**config.mk**
```make
export PLATFORM = sky130hd
export DESIGN_NAME = rd_tracker_flat
export DESIGN_NICKNAME = d
export VERILOG_FILES = /design/src/rtl/rd_tracker_pkg.sv /design/src/rtl/rd_tracker_if.sv /design/src/rtl/rd_tracker_sym_step.sv /design/src/rtl/rd_tracker.sv /design/src/flat_wrapper.sv
export SDC_FILE = /design/constraint.sdc
export NUM_CORES = 1
export LEC_CHECK = 0
export CAP_MARGIN = 20
export CORE_MARGIN = 2
export CORE_UTILIZATION = 46
export CTS_BUF_LIST = sky130_fd_sc_hd__clkbuf_4
export DETAILED_ROUTE_END_ITERATION = 6
export GPL_TIMING_DRIVEN = 0
export PLACE_DENSITY_LB_ADDON = 0.15
export SETUP_SLACK_MARGIN = 0.02
export SLEW_MARGIN = 25
export SYNTH_ARGS = -nofsm -noshare
export SYNTH_HDL_FRONTEND = slang
export SYNTH_SLANG_ARGS = --single-unit
```
**constraint.sdc**
```tcl
create_clock -name clk -period 1.42 [get_ports clk]
set_input_delay 0.426 -clock clk [delete_from_list [all_inputs] [get_ports clk]]
set_output_delay 0.426 -clock clk [all_outputs]
set_load 0.03 [all_outputs]
```
**src/rtl/rd_tracker_pkg.sv**
```systemverilog
// Shared running-disparity definitions for rd_tracker: RD encodings, 10b symbol
// width, legal code-group weights and the popcount helper.
package rd_pkg;

    typedef enum logic {
        RD_MINUS = 1'b0,
        RD_PLUS  = 1'b1
    } rd_state_e;

    localparam int SYM_W = 10;

    localparam logic [3:0] WEIGHT_NEG = 4'd4;
    localparam logic [3:0] WEIGHT_NEU = 4'd5;
    localparam logic [3:0] WEIGHT_POS = 4'd6;

    function automatic logic [3:0] popcount(input logic [SYM_W-1:0] sym);
        logic [3:0] n;
        n = '0;
        for (int i = 0; i < SYM_W; i++) begin
            n = n + {3'b000, sym[i]};
        end
        return n;
    endfunction

endpackage

```
**src/rtl/rd_tracker_if.sv**
```systemverilog
// Beat-level bus between a code-group source and rd_tracker.
// The o_err_cnt signal exists only when RD_ERR_CNT_EN is defined.
interface rd_tracker_if
    import rd_pkg::*;
#(
    parameter int LANES     = 4,
    parameter int SYMS      = 2,
    parameter int ERR_CNT_W = 16
);

    logic                        i_valid;
    logic [LANES*SYMS*SYM_W-1:0] i_data;
    logic [LANES-1:0]            i_lane_init;
    logic                        o_valid;
    logic [LANES*SYMS-1:0]       o_rd_in;
    logic [LANES-1:0]            o_rd;
    logic [LANES*SYMS-1:0]       o_disp_err;
`ifdef RD_ERR_CNT_EN
    logic [LANES*ERR_CNT_W-1:0]  o_err_cnt;
`endif

    if (LANES < 1 || SYMS < 1 || ERR_CNT_W < 1) begin : g_bad_cfg
        $error("rd_tracker_if: LANES, SYMS and ERR_CNT_W must all be at least 1");
    end

    modport master (
        output i_valid, i_data, i_lane_init,
`ifdef RD_ERR_CNT_EN
        input  o_err_cnt,
`endif
        input  o_valid, o_rd_in, o_rd, o_disp_err
    );

    modport slave (
        input  i_valid, i_data, i_lane_init,
`ifdef RD_ERR_CNT_EN
        output o_err_cnt,
`endif
        output o_valid, o_rd_in, o_rd, o_disp_err
    );

endinterface

```
**src/rtl/rd_tracker_sym_step.sv**
```systemverilog
// Single 10b symbol running-disparity step: given the entering RD, produce the
// exit RD and flag illegal weights or disparity that contradicts the entering RD.
module rd_sym_step
    import rd_pkg::*;
(
    input  logic             rd_in,
    input  logic [SYM_W-1:0] sym,
    output logic             rd_out,
    output logic             err
);

    logic [3:0] weight;

    // Unbalanced symbols force RD to their own polarity even when flagged, so a
    // single bad symbol does not cascade into errors on the symbols after it.
    always_comb begin
        weight = popcount(sym);
        rd_out = rd_in;
        err    = 1'b0;
        case (weight)
            WEIGHT_NEU: begin
                rd_out = rd_in;
            end
            WEIGHT_POS: begin
                err    = (rd_in == RD_PLUS);
                rd_out = RD_PLUS;
            end
            WEIGHT_NEG: begin
                err    = (rd_in == RD_MINUS);
                rd_out = RD_MINUS;
            end
            default: begin
                err = 1'b1;
            end
        endcase
    end

endmodule

```
**src/rtl/rd_tracker.sv**
```systemverilog
// Multi-lane, multi-symbol running-disparity tracker with one clock of latency.
// Define RD_ERR_CNT_EN to add saturating per-lane error counters on o_err_cnt.
module rd_tracker
    import rd_pkg::*;
#(
    parameter int LANES     = 4,
    parameter int SYMS      = 2,
    parameter int ERR_CNT_W = 16
)
(
    input logic          clk,
    input logic          rst_n,
    rd_tracker_if.slave  bus
);

    localparam int NSYM = LANES * SYMS;

    rd_state_e [LANES-1:0]      state_q;
    rd_state_e [LANES-1:0]      state_d;
    logic [LANES-1:0]           rdEntry;
    logic [LANES-1:0][SYMS-1:0] symRdIn;
    logic [LANES-1:0][SYMS-1:0] symRdOut;
    logic [LANES-1:0][SYMS-1:0] symErr;
    logic                       valid_q;
    logic [NSYM-1:0]            rdIn_q;
    logic [NSYM-1:0]            dispErr_q;

    if (LANES < 1 || SYMS < 1 || ERR_CNT_W < 1) begin : g_bad_cfg
        $error("rd_tracker: LANES, SYMS and ERR_CNT_W must all be at least 1");
    end

    always_comb begin
        rdEntry = '0;
        for (int l = 0; l < LANES; l++) begin
            rdEntry[l] = bus.i_lane_init[l] ? RD_MINUS : state_q[l];
        end
    end

    // Each lane is a chain of symbol steps, symbol 0 first in time.
    for (genvar l = 0; l < LANES; l++) begin : g_lane
        for (genvar s = 0; s < SYMS; s++) begin : g_sym
            if (s == 0) begin : g_first
                assign symRdIn[l][s] = rdEntry[l];
            end else begin : g_next
                assign symRdIn[l][s] = symRdOut[l][s-1];
            end

            rd_sym_step u_step (
                .rd_in  (symRdIn[l][s]),
                .sym    (bus.i_data[(l*SYMS+s)*SYM_W +: SYM_W]),
                .rd_out (symRdOut[l][s]),
                .err    (symErr[l][s])
            );
        end
    end

    always_ff @(posedge clk or negedge rst_n) begin
        if (!rst_n) begin
            for (int l = 0; l < LANES; l++) begin
                state_q[l] <= RD_MINUS;
            end
        end else begin
            state_q <= state_d;
        end
    end

    always_comb begin
        state_d = state_q;
        for (int l = 0; l < LANES; l++) begin
            if (bus.i_valid) begin
                state_d[l] = rd_state_e'(symRdOut[l][SYMS-1]);
            end else if (bus.i_lane_init[l]) begin
                state_d[l] = RD_MINUS;
            end
        end
    end

    // Per-symbol outputs keep their last beat while idle; consumers qualify with o_valid.
    always_ff @(posedge clk or negedge rst_n) begin
        if (!rst_n) begin
            valid_q   <= 1'b0;
            rdIn_q    <= '0;
            dispErr_q <= '0;
        end else begin
            valid_q <= bus.i_valid;
            if (bus.i_valid) begin
                rdIn_q    <= symRdIn;
                dispErr_q <= symErr;
            end
        end
    end

    assign bus.o_valid    = valid_q;
    assign bus.o_rd_in    = rdIn_q;
    assign bus.o_rd       = state_q;
    assign bus.o_disp_err = dispErr_q;

`ifdef RD_ERR_CNT_EN
    localparam int SUM_W = ERR_CNT_W + 1;

    logic [LANES-1:0][ERR_CNT_W-1:0] cnt_q;
    logic [LANES-1:0][ERR_CNT_W-1:0] cnt_d;

    // A lane init with a valid beat restarts the count at that beat's errors.
    always_comb begin
        logic [ERR_CNT_W-1:0] base;
        logic [SUM_W-1:0]     sum;
        int                   nErr;
        cnt_d = cnt_q;
        base  = '0;
        sum   = '0;
        nErr  = 0;
        for (int l = 0; l < LANES; l++) begin
            nErr = 0;
            for (int s = 0; s < SYMS; s++) begin
                nErr = nErr + int'(symErr[l][s]);
            end
            base = bus.i_lane_init[l] ? '0 : cnt_q[l];
            sum  = {1'b0, base} + SUM_W'(nErr);
            if (bus.i_valid) begin
                cnt_d[l] = sum[ERR_CNT_W] ? '1 : sum[ERR_CNT_W-1:0];
            end else if (bus.i_lane_init[l]) begin
                cnt_d[l] = '0;
            end
        end
    end

    always_ff @(posedge clk or negedge rst_n) begin
        if (!rst_n) begin
            cnt_q <= '0;
        end else begin
            cnt_q <= cnt_d;
        end
    end

    assign bus.o_err_cnt = cnt_q;
`endif

endmodule
```
**src/flat_wrapper.sv**
```systemverilog
// flat-port wrapper written by rule: the top's interface ports become plain ports
module rd_tracker_flat import rd_pkg::*;
#(
    parameter int LANES     = 4,
    parameter int SYMS      = 2,
    parameter int ERR_CNT_W = 16
)
  (clk, rst_n, bus_i_valid, bus_i_data, bus_i_lane_init, bus_o_valid, bus_o_rd_in, bus_o_rd, bus_o_disp_err);
  rd_tracker_if #(.LANES(LANES), .SYMS(SYMS), .ERR_CNT_W(ERR_CNT_W)) bus_i ();
  input logic clk;
  input logic rst_n;
  input wire logic [$bits(bus_i.i_valid)-1:0] bus_i_valid;
  input wire logic [$bits(bus_i.i_data)-1:0] bus_i_data;
  input wire logic [$bits(bus_i.i_lane_init)-1:0] bus_i_lane_init;
  output wire logic [$bits(bus_i.o_valid)-1:0] bus_o_valid;
  output wire logic [$bits(bus_i.o_rd_in)-1:0] bus_o_rd_in;
  output wire logic [$bits(bus_i.o_rd)-1:0] bus_o_rd;
  output wire logic [$bits(bus_i.o_disp_err)-1:0] bus_o_disp_err;
  assign bus_i.i_valid = bus_i_valid;
  assign bus_i.i_data = bus_i_data;
  assign bus_i.i_lane_init = bus_i_lane_init;
  assign bus_o_valid = bus_i.o_valid;
  assign bus_o_rd_in = bus_i.o_rd_in;
  assign bus_o_rd = bus_i.o_rd;
  assign bus_o_disp_err = bus_i.o_disp_err;
  rd_tracker #(.LANES(LANES), .SYMS(SYMS), .ERR_CNT_W(ERR_CNT_W)) u_core (.clk(clk), .rst_n(rst_n), .bus(bus_i));
endmodule
```
==> reports/metrics.csv <==
metric,value,unit
synth_top_cell_by_area,fa_1,
tns,-29860,ps
synth_cells,274,
grt_start_max_net_pins,22,
coreArea,0.00561,mm^2
worst_pin_slew,549,ps
cts_tree,built,
drive_gt1_share,42.0,%
synth_fp_nets,425,
clockBufferDepth,2,
critical_path.startpoint_type,input port,
synth-edff-count,0,
finalPower,5.92,mW
synth_area_per_cell,9.91,um^2
crit_arrival,3600,ps
min_period_over_period,239,%
root_buffer,clkbuf_4,
clkSinkCount,21,
antenna_found_initial,0,
start_util,48.4,%
min_period,3390,ps
cp_slowest_cell,fa_1,
path_cells,buf_2 > fa_1 > fa_1 > inv_2 > fa_1 > inv_2 > ha_4 > inv_2 > fa_2 > and2b_4 > a21oi_4 > or2_4 > nor4bb_4 > nor3_2,
grt_pass1_vias,2550,
dieArea,0.00654,mm^2
clkLatencyLatePin,300,ps
antenna_left,0,
syn_area,0.00272,mm^2
path_clk_slew,120,ps
fin_skew,0.398,ps
routed-via-count,2383,
path_max_fanout,2,
finalHoldViolCount,0,
outcome,"finished, violations left",
p_sw_share,47.2,%
insertedDiodeCount,0,
die_w,80.8,um
max_cap_violations,0,
port_buffers,107,
switching_power,2.79,mW
vdd_drop_max,0.848,mV
final_common_cell,inv_1,
nets,552,
wl_per_cell,14.9,um
fillers,417,
slew_violations,0,
drt_wl_total,7020,um
grt_pass1_wl,11300,um
drc,0,
slew_headroom,63.4,%
register_area,526,um^2
area_delta_synth_final,54.6,%
violations,negative setup slack,
h-tree-depth,1,
rsz0062_at_grt,yes,
end_kind,flip-flop,
worst-endpoint-required,1620,ps
yosysTopAreaCellShare,35.4,%
yosys_warnings,0,
std_cell_rows,27,
overflow,0,
pre_cts_ws,-2800,ps
synth_cell_types,38,
track_usage,21.9,%
synth_area_leaders,"fa_1 35%, dfrtp_1 19%, inv_1 9.5%",
hpwl,5370,um
pwr-share-seq,14.8,%
die_h,80.8,um
p_int,3.12,mW
final_cell_mix,"55 x inv_1, 44 x buf_2, 40 x fa_1",
drtPass1Iterations,4,
clock_power_share,5.3,%
placed_area,0.00396,mm^2
fmax,0.295,GHz
worstHoldPathType,in -> async,
pwr-share-comb,79.9,%
multi_input_area,0.00229,mm^2
final_area,0.00420,mm^2
rrSetupSlack,40,ps
setup_slack,-1970,ps
power_density,1410,mW/mm^2
ys_ff_latch,21,
path_class,in -> reg,
async_flop_share,100,%
vias_per_cell,5.05,
numCtsBuffers,3,
power_leakage,1.96,nW
synth-main-ff-cell,dfrtp_1,
gp_congestion,0.749,
fin_hold_ws,64.6,ps
drt_iter0_markers,105,
setup_violations,16,
io_pins,108,
yosysSeqAreaShare,19.3,%
worst_path_largest_cell_delay,540,ps
registers in the layout, summed over array words and instances, names as in the netlist:
signal / flops
u_core.bus.o_disp_err: 8
u_core.bus.o_rd: 4
u_core.bus.o_rd_in: 8
u_core.bus.o_valid: 1
synthesized netlist by cell type, types with 5 or more instances:
master / instances
fa_1: 48
a21oi_1: 15
nor2b_1: 5
nand2_1: 6
inv_1: 69
dfrtp_1: 21
a211oi_1: 6
nor2_1: 16
ha_1: 16
a31oi_1: 6
o21ai_1: 5
critical path: cells and delay by family:
kind            cells  cell delay, ps
simple gates        4             880
buf+inv             4             270
fa+ha+maj           5            1990
compound gates      1              30
kinds of logic (layout without fill, tap and decap cells):
logic type	Yosys count	count (layout)	synth area share (%)
adders and majority gates	64	64	42.7
muxes	5	5	2.03
DFF	21	21	19.3
AOI/OAI and AO/OA	50	50	12.3
buffers and inverters	75	201	10.9
and+or+nand+nor	59	59	12.8
final timing paths:
path | cells past startpoint | from | endpoint
worst min register to register | 1 | u_core.bus.o_rd_in[2]$_DFFE_PN0P_ | u_core.bus.o_rd_in[2]$_DFFE_PN0P_
worst max register to register | 4 | u_core.bus.o_rd[3]$_DFF_PN0_ | u_core.bus.o_disp_err[6]$_DFFE_PN0P_
max in group asynchronous | 1 | rst_n | u_core.bus.o_rd[0]$_DFF_PN0_
worst min-delay path | 1 | rst_n | u_core.bus.o_disp_err[7]$_DFFE_PN0P_
min in group clk | 1 | u_core.bus.o_rd_in[2]$_DFFE_PN0P_ | u_core.bus.o_rd_in[2]$_DFFE_PN0P_
worst max-delay path | 14 | bus_i_data[50] | u_core.bus.o_disp_err[5]$_DFFE_PN0P_
layer usage:
metal | share of wire, % | GRT usage (%)
met3 | 5.2 | 5.11
met1 | 38 | 25.8
met5 | 0 | 0
met4 | 0.51 | 3.05
met2 | 57 | 41.2
timing repair:
item	4_1_cts	5_1_grt
endpoints found under the setup margin	41	20
gates resized for setup	298	37
setup buffers	11	5
cloned	0	0
pin swaps	66	39
hold buffers	0	0
stage by stage:
step	instances	utilization, %
final	472	74.9
after global routing	472	74.9
after CTS	468	72.4
after detailed placement	453	70.6
after global placement	453	70.6
after floorplan	274	-
area by class of cell:
cell class	instances	area share [%]
buffer	5	1.07
tap	72	2.14
multi-input combinational	178	54.4
sequential	21	12.5
clock buffer	4	0.715
inverter	70	6.26
timing repair buffer	122	22.9
power groups by stage:
stage / clock network [mW] / logic, mW / registers (mW)
4_1_cts: 0.314 / 4.34 / 0.873
5_1_grt: 0.343 / 5.17 / 0.896
2_1_floorplan: 0 / 2.18 / 1.24
6_report: 0.311 / 4.73 / 0.877
3_5_place_dp: 0 / 3.69 / 0.891
3_3_place_gp: 0 / 3.51 / 0.892
Power figures use the tool's default switching activity.
